## src/rtl/vend_dispense_ctrl.sv

```systemverilog
// Dispense sequencer: candy motor, then coin-by-coin change/refund with ack timeouts.
// Optional VEND_COUNT_EN adds a saturating vend_count output.
module vend_dispense_ctrl #(
   parameter int unsigned COIN_VALUE = 5,
   parameter int unsigned AMT_W      = 6,
   parameter int unsigned TIMEOUT    = 15
) (
   input  logic             clk,
   input  logic             rst_n,
   input  logic             req_valid,
   output logic             req_ready,
   input  logic [1:0]       req_op,
   input  logic [AMT_W-1:0] req_amount,
   output logic             motor_go,
   input  logic             motor_done,
   output logic             coin_eject,
   input  logic             coin_ack,
   output logic             busy,
   output logic             done_pulse,
   output logic             fault,
   input  logic             fault_clr,
`ifdef VEND_COUNT_EN
   output logic [15:0]      vend_count,
`endif
   output logic [2:0]       dbg_state
);

   localparam logic [2:0] S_IDLE       = 3'd0;
   localparam logic [2:0] S_MOTOR      = 3'd1;
   localparam logic [2:0] S_EJECT      = 3'd2;
   localparam logic [2:0] S_EJECT_WAIT = 3'd3;
   localparam logic [2:0] S_DONE       = 3'd4;
   localparam logic [2:0] S_FAULT      = 3'd5;

   localparam logic [1:0] OP_NOP      = 2'b00;
   localparam logic [1:0] OP_REFUND   = 2'b01;
   localparam logic [1:0] OP_VEND     = 2'b10;
   localparam logic [1:0] OP_VEND_CHG = 2'b11;

   localparam int unsigned TW = $clog2(TIMEOUT + 1);
   localparam logic [TW-1:0]    T_LAST = TW'(TIMEOUT - 1);
   localparam logic [AMT_W-1:0] COIN   = AMT_W'(COIN_VALUE);

   logic [2:0]       state_q, state_d;
   logic [1:0]       op_q, op_d;
   logic [AMT_W-1:0] rem_q, rem_d;
   logic [TW-1:0]    timer_q, timer_d;

   // Handshake: a request transfers on a rising clk edge where req_valid && req_ready;
   // req_ready is high only in IDLE, and op/amount are latched on that edge.
   always_comb begin
      state_d = state_q;
      op_d    = op_q;
      rem_d   = rem_q;
      timer_d = timer_q;
      case (state_q)
         S_IDLE: begin
            if (req_valid) begin
               op_d    = req_op;
               rem_d   = (req_op == OP_REFUND || req_op == OP_VEND_CHG) ? req_amount : '0;
               timer_d = '0;
               case (req_op)
                  OP_VEND, OP_VEND_CHG: state_d = S_MOTOR;
                  OP_REFUND:            state_d = (req_amount != '0) ? S_EJECT : S_DONE;
                  default:              state_d = S_DONE;
               endcase
            end
         end
         S_MOTOR: begin
            if (motor_done) begin
               state_d = (op_q == OP_VEND_CHG && rem_q != '0) ? S_EJECT : S_DONE;
            end else if (timer_q == T_LAST) begin
               state_d = S_FAULT;
            end else begin
               timer_d = timer_q + 1'b1;
            end
         end
         S_EJECT: begin
            timer_d = '0;
            state_d = S_EJECT_WAIT;
         end
         S_EJECT_WAIT: begin
            // A partial coin's worth still costs a whole coin, so saturate at zero.
            if (coin_ack) begin
               rem_d   = (rem_q > COIN) ? rem_q - COIN : '0;
               state_d = (rem_q > COIN) ? S_EJECT : S_DONE;
            end else if (timer_q == T_LAST) begin
               state_d = S_FAULT;
            end else begin
               timer_d = timer_q + 1'b1;
            end
         end
         S_DONE: begin
            state_d = S_IDLE;
         end
         S_FAULT: begin
            if (fault_clr) begin
               state_d = S_IDLE;
               rem_d   = '0;
               timer_d = '0;
            end
         end
         default: begin
            state_d = S_IDLE;
         end
      endcase
   end

   always_ff @(posedge clk or negedge rst_n) begin
      if (!rst_n) begin
         state_q <= S_IDLE;
         op_q    <= OP_NOP;
         rem_q   <= '0;
         timer_q <= '0;
      end else begin
         state_q <= state_d;
         op_q    <= op_d;
         rem_q   <= rem_d;
         timer_q <= timer_d;
      end
   end

`ifdef VEND_COUNT_EN
   logic [15:0] vend_count_q;

   always_ff @(posedge clk or negedge rst_n) begin
      if (!rst_n) begin
         vend_count_q <= '0;
      end else if (state_q == S_MOTOR && motor_done && vend_count_q != 16'hFFFF) begin
         vend_count_q <= vend_count_q + 16'd1;
      end
   end

   assign vend_count = vend_count_q;
`endif

   assign req_ready  = (state_q == S_IDLE);
   assign motor_go   = (state_q == S_MOTOR);
   assign coin_eject = (state_q == S_EJECT);
   assign done_pulse = (state_q == S_DONE);
   assign fault      = (state_q == S_FAULT);
   assign busy       = (state_q != S_IDLE);
   assign dbg_state  = state_q;

endmodule

```

## config.mk

```make
export PLATFORM = sky130hd
export DESIGN_NAME = vend_dispense_ctrl
export DESIGN_NICKNAME = d
export VERILOG_FILES = /design/src/rtl/vend_dispense_ctrl.sv
export SDC_FILE = /design/constraint.sdc
export NUM_CORES = 1
export LEC_CHECK = 0
export ABC_AREA = 1
export ABC_CLOCK_PERIOD_IN_PS = 2500
export CAP_MARGIN = 0
export CORE_ASPECT_RATIO = 0.5
export CORE_UTILIZATION = 35
export DETAILED_ROUTE_END_ITERATION = 12
export SYNTH_ARGS = -nofsm -noshare
export SYNTH_HDL_FRONTEND = slang
export SYNTH_SLANG_ARGS = --single-unit
```

## constraint.sdc

```tcl
create_clock -name clk -period 2.5 [get_ports clk]
set_clock_uncertainty 0.05 [all_clocks]
set_input_delay 0.5 -clock clk [delete_from_list [all_inputs] [get_ports clk]]
set_output_delay 0.5 -clock clk [all_outputs]
set_load 0.05 [all_outputs]
```

### Yosys cells after proc, flatten, opt, wreduce, memory -nomap -nowiden

Cells that the tools add are included.

| storage, ports and cells | value |
|---|---|
| bits in registers | 15 |
| input port bits | 14 |
| output and inout bits | 9 |

| cells by class | value |
|---|---|
| add/sub/neg operators | 2 |
| $lt $le $gt $ge | 1 |
| eq/ne operators | 15 |
| mux-type cells | 22 |
| reductions and logical operators | 13 |

Operators with widths:

| cell | number |
|---|---|
| two-way mux 6 bit | 5 |
| two-way mux 3 bit | 8 |
| two-way mux 4 bit | 5 |
| one-hot mux 4 bit (5 select lines) | 1 |
| one-hot mux 6 bit (3 select lines) | 1 |
| one-hot mux 3 bit (5 select lines) | 1 |
| nonzero test 6 bit | 2 |
| != test 2 bit, second input constant | 4 |
| == test 2 bit, second input constant | 3 |
| == test 3 x 2 -> 1 bit, second input constant | 2 |
| == test 3 bit, second input constant | 2 |
| > comparator 6 x 3 -> 1 bit, second input constant | 1 |
| one-hot mux 3 bit (2 select lines) | 1 |
| nonzero test 3 bit | 2 |
| subtractor 6 x 3 -> 6 bit, second input constant | 1 |
| AND reduction 5 bit | 1 |
| nonzero test 5 bit | 1 |
| adder 4 x 1 -> 4 bit, second input constant | 1 |
| == test 4 bit, second input constant | 1 |
| AND reduction 2 bit | 2 |
| AND reduction 4 bit | 1 |
| == test 3 x 1 -> 1 bit, second input constant | 1 |
| zero test 3 bit | 1 |
| == test 2 x 1 -> 1 bit, second input constant | 1 |
| 4 further kinds | 4 |

### Longest topological paths before layout

Gate-level depths: netlist (run 1).

| logic depth | value |
|---|---|
| depth after elaboration | 5 |
| depth in mapped cells | 11 |
| mapped depth without buffers | 11 |

### Worst setup path before layout (run 1)

Ideal clock, no wire load.

| path | value |
|---|---|
| kind | reg-to-output |
| start point | register state_q[1] (netlist: dbg_state[1]) |
| end point | output port coin_eject |
| data arrival time | 2.008 ns |
| slack | -0.058 ns |
| stages on the path, launching flop included | 3 |
| cells stage by stage | dfrtp_1 > inv_2 > nor3_1 |

| on the way | value |
|---|---|
| cells in the longest elaborated chain, start to end | 1 |

Ends and longest elaborated chain:

| element | line | RTL |
|---|---|---|
| from (decl) | 44 | `logic [2:0] state_q, state_d;` |
| from (signal assigned) | 116 | `state_q <= state_d;` |
| == test 3 x 2 -> 1 bit | 139 | `assign coin_eject = (state_q == S_EJECT);` |
| to (decl) | 16 | `output logic coin_eject,` |

No other way between the ends.

### Worst setup path in the final report (run 1)

| path | value |
|---|---|
| start point | register state_q[0] (netlist: dbg_state[0]) |
| end point | output port coin_eject |

Same word-level chain as after synthesis.

==> results of run 1 <==
## cells in the mapped netlist (4+ instances only)
cell | n | area, um2
inv_1 | 21 | 78.83
inv_2 | 6 | 22.52
o21ai_1 | 5 | 25.02
nand3_1 | 13 | 65.06
nor2_2 | 4 | 25.02
nand2_2 | 4 | 25.02
nand2_1 | 56 | 210.2
dfrtp_1 | 15 | 375.4
ha_1 | 5 | 62.56
o21ai_2 | 4 | 35.03
o21ai_0 | 9 | 45.04
nand3_2 | 4 | 40.04
nor2_1 | 15 | 56.30
## power by group
group	switching [uW]	internal (uW)	leakage [uW]
combinational	700	325	0.000558
sequential	89.7	324	0.000197
clock	102	111	0.0000255
## cell families (layout without fill, tap and decap cells)
logic type / count (synthesis) / count (layout) / share of synthesized area (%)
AND/OR/NAND/NOR: 105 / 105 / 41.53
buffers and inverters: 28 / 53 / 9.464
AO/OA/AOI/OAI: 22 / 22 / 11.46
flip-flops: 15 / 15 / 31.55
adder cells (fa/ha/maj): 5 / 5 / 5.258
XOR/XNOR: 1 / 1 / 0.7362
## routing by layer
layer	up-vias	global-route usage, %
met4	0	3.051
met1	508	23.66
met2	21	26.56
li1	603	-
met5	-	0
met3	2	4.864
## repair_timing
action / 4_1_cts / 5_1_grt
hold buffers: 0 / 0
endpoints found under the setup margin: 0 / 1
resized for setup: 0 / 1
hold endpoints to repair: 0 / 0
## area by class of cell
type                    count  share of cell area (%)
multi-input cells         133                   47.20
repair buffers             22                   14.54
clock buffers               3                   2.757
inverters                  27                   6.767
flip-flops and latches     15                   25.06
clock inverters             1                  0.3342
well taps                  40                   3.342
## tightest hold or removal path: stages, from the launching register on
cell	delay, ns
dfrtp_1	0.36
nand2_1	0.06
nand2_1	0.05
## through the flow
step	setup WS [ns]	hold slack [ns]	std cells	utilization [%]
after floorplan	0.02190	0.1544	176	-
after global placement	0.3715	0.4277	237	46.47
final	0.08152	0.4522	241	48.03
after detailed placement	0.3538	0.4337	237	46.47
after CTS	0.07108	0.4534	241	47.95
after global routing	0.005532	0.4666	241	48.03
## flip-flops by register name (all words and copies together), names as in the netlist
register,cells
timer_q,4
rem_q,6
dbg_state,3
op_q,2
## worst max-delay path by stage
stage / startpoint / endpoint / slack (ns) / depth (start not counted)
after CTS: dbg_state[2] / busy / 0.07 / 3
final: dbg_state[0] / coin_eject / 0.08 / 2
after floorplan: dbg_state[2] / done_pulse / 0.02 / 2
after global routing: dbg_state[1] / coin_eject / 0.006 / 3
after detailed placement: dbg_state[2] / busy / 0.35 / 3
after global placement: dbg_state[0] / coin_eject / 0.37 / 2
==> impl_metrics.ini, run 1 <==
[floorplanning]
coreArea_mm2 = 0.003118
io_pins = 23
die_h_um = 43.23
die_area_mm2 = 0.003651
die_w_um = 84.46
rows = 14
initial_core_util_pct = 38.16

[global_route]
grt_max_degree = 16
grt_pass1_wl_um = 4705
overflow = 0
track_usage_pct = 16.98
grt_pass1_vias = 1008
antenna_found_initial = 0

[cells_and_area]
antenna_cells = 0
finalNetCount = 221
mostFrequentLayoutCell = nand2_1
layout-drive-gt1-share_pct = 17.41
seq_area_um2 = 375.4
postLayoutCellArea_mm2 = 0.001498
areaGrowthSynthToFinish_pct = 25.87
multiInputGateArea_um2 = 706.9
nFillCells = 313
layout_common_cells = nand2_1 (56), inv_1 (21), clkdlybuf4s50_1 (19), nor2_1 (15), dfrtp_1 (15)

[setup_path]
max_stage_delay_ns = 0.85
r2r_cells = 9
regToRegSetupSlack_ns = 0.83
cp.arrival_ns = 1.87
rr_endpoint = rem_q[2]
cp_cell_sequence = nor3_2 > clkdlybuf4s50_1
crit_family = buffers and inverters
crit_type = flop to primary output
critPathCaptureType = primary output
crit_fanout = 7
slowest_stage = clkdlybuf4s50_1
crit_path_start_kind = flop
critical_path_buf_inv_count = 1
reg2reg_from = rem_q[0]
cp.required_ns = 1.95

[logic_synthesis]
yosysWarningCount = 0
synth_cells = 176
synth-edff-count = 0
synth_cell_types = 22
ys_ff_latch = 15
syn_area_per_cell_um2 = 6.761
ys_seq_area_share_pct = 31.55
syn_area_mm2 = 0.001190
synth.net_count = 195
synth_ff_type = dfrtp_1
synth_async_sr_flop_share_pct = 100.0

[sta]
slew_violations = 0
min_period_ns = 2.418
tightest_slew_ns = 0.7631
finalHoldViolations = 0
report.final.setup_viol = 0
finalSetupTns_ns = 0
finalCritPeriodShare_pct = 96.74
rsz0062_at_grt = false
relSlewSlack_pct = 48.96
fmax_mhz = 413.5

[cts]
cts-root-buf = clkbuf_8
clock_sinks = 15
clk_pin_slew_ns = 0.07
clkLatencyLatePin_ns = 0.26
htreeDepth = 1
clock_path_buffers = 2
cts_tree = yes
cts_inserted_buffers = 3
postCtsSetupBuffers = 0

[min_path]
hold_path_class = flop to flop
whs_path_depth = 2
holdCritStartpoint = rem_q[5]
hold_path_end = rem_q[5]

[drt]
met2WireLength_um = 1200
vias_per_cell = 4.705
num_vias = 1134
drt_iter0_markers = 38
wl_met3_um = 108
routedWlPerCell_um = 11.62
highest_layer = met4
ant_nets = 0
drc = 0
wl_met1_um = 1479
first_pass_iters = 4
routed_wl_um = 2800

[power_and_ir_drop]
total_power_uw = 1651
power.density_mw_per_mm2 = 1103
p_leak_uw = 0.0007807
peakVddDrop_mv = 0.3446

[placement]
gp_congestion = 0.8093
placed_area_mm2 = 0.001449
dp_hpwl_um = 2179
port-buffer-count = 22

[flow_run]
drv_cap = 0

[status]
status = completed
(Power assumes the default switching activity.)
==> run 2: changes to the inputs <==
ABC_CLOCK_PERIOD_IN_PS = not set   (was 2500)
==> results of run 2 <==
Final layout, timing and power as in run 1 (identical DEF).
==> run 3: changes to the inputs <==
TNS_END_PERCENT = 5   (was not set)
==> results of run 3 <==
Final layout, timing and power as in run 1 (identical DEF).
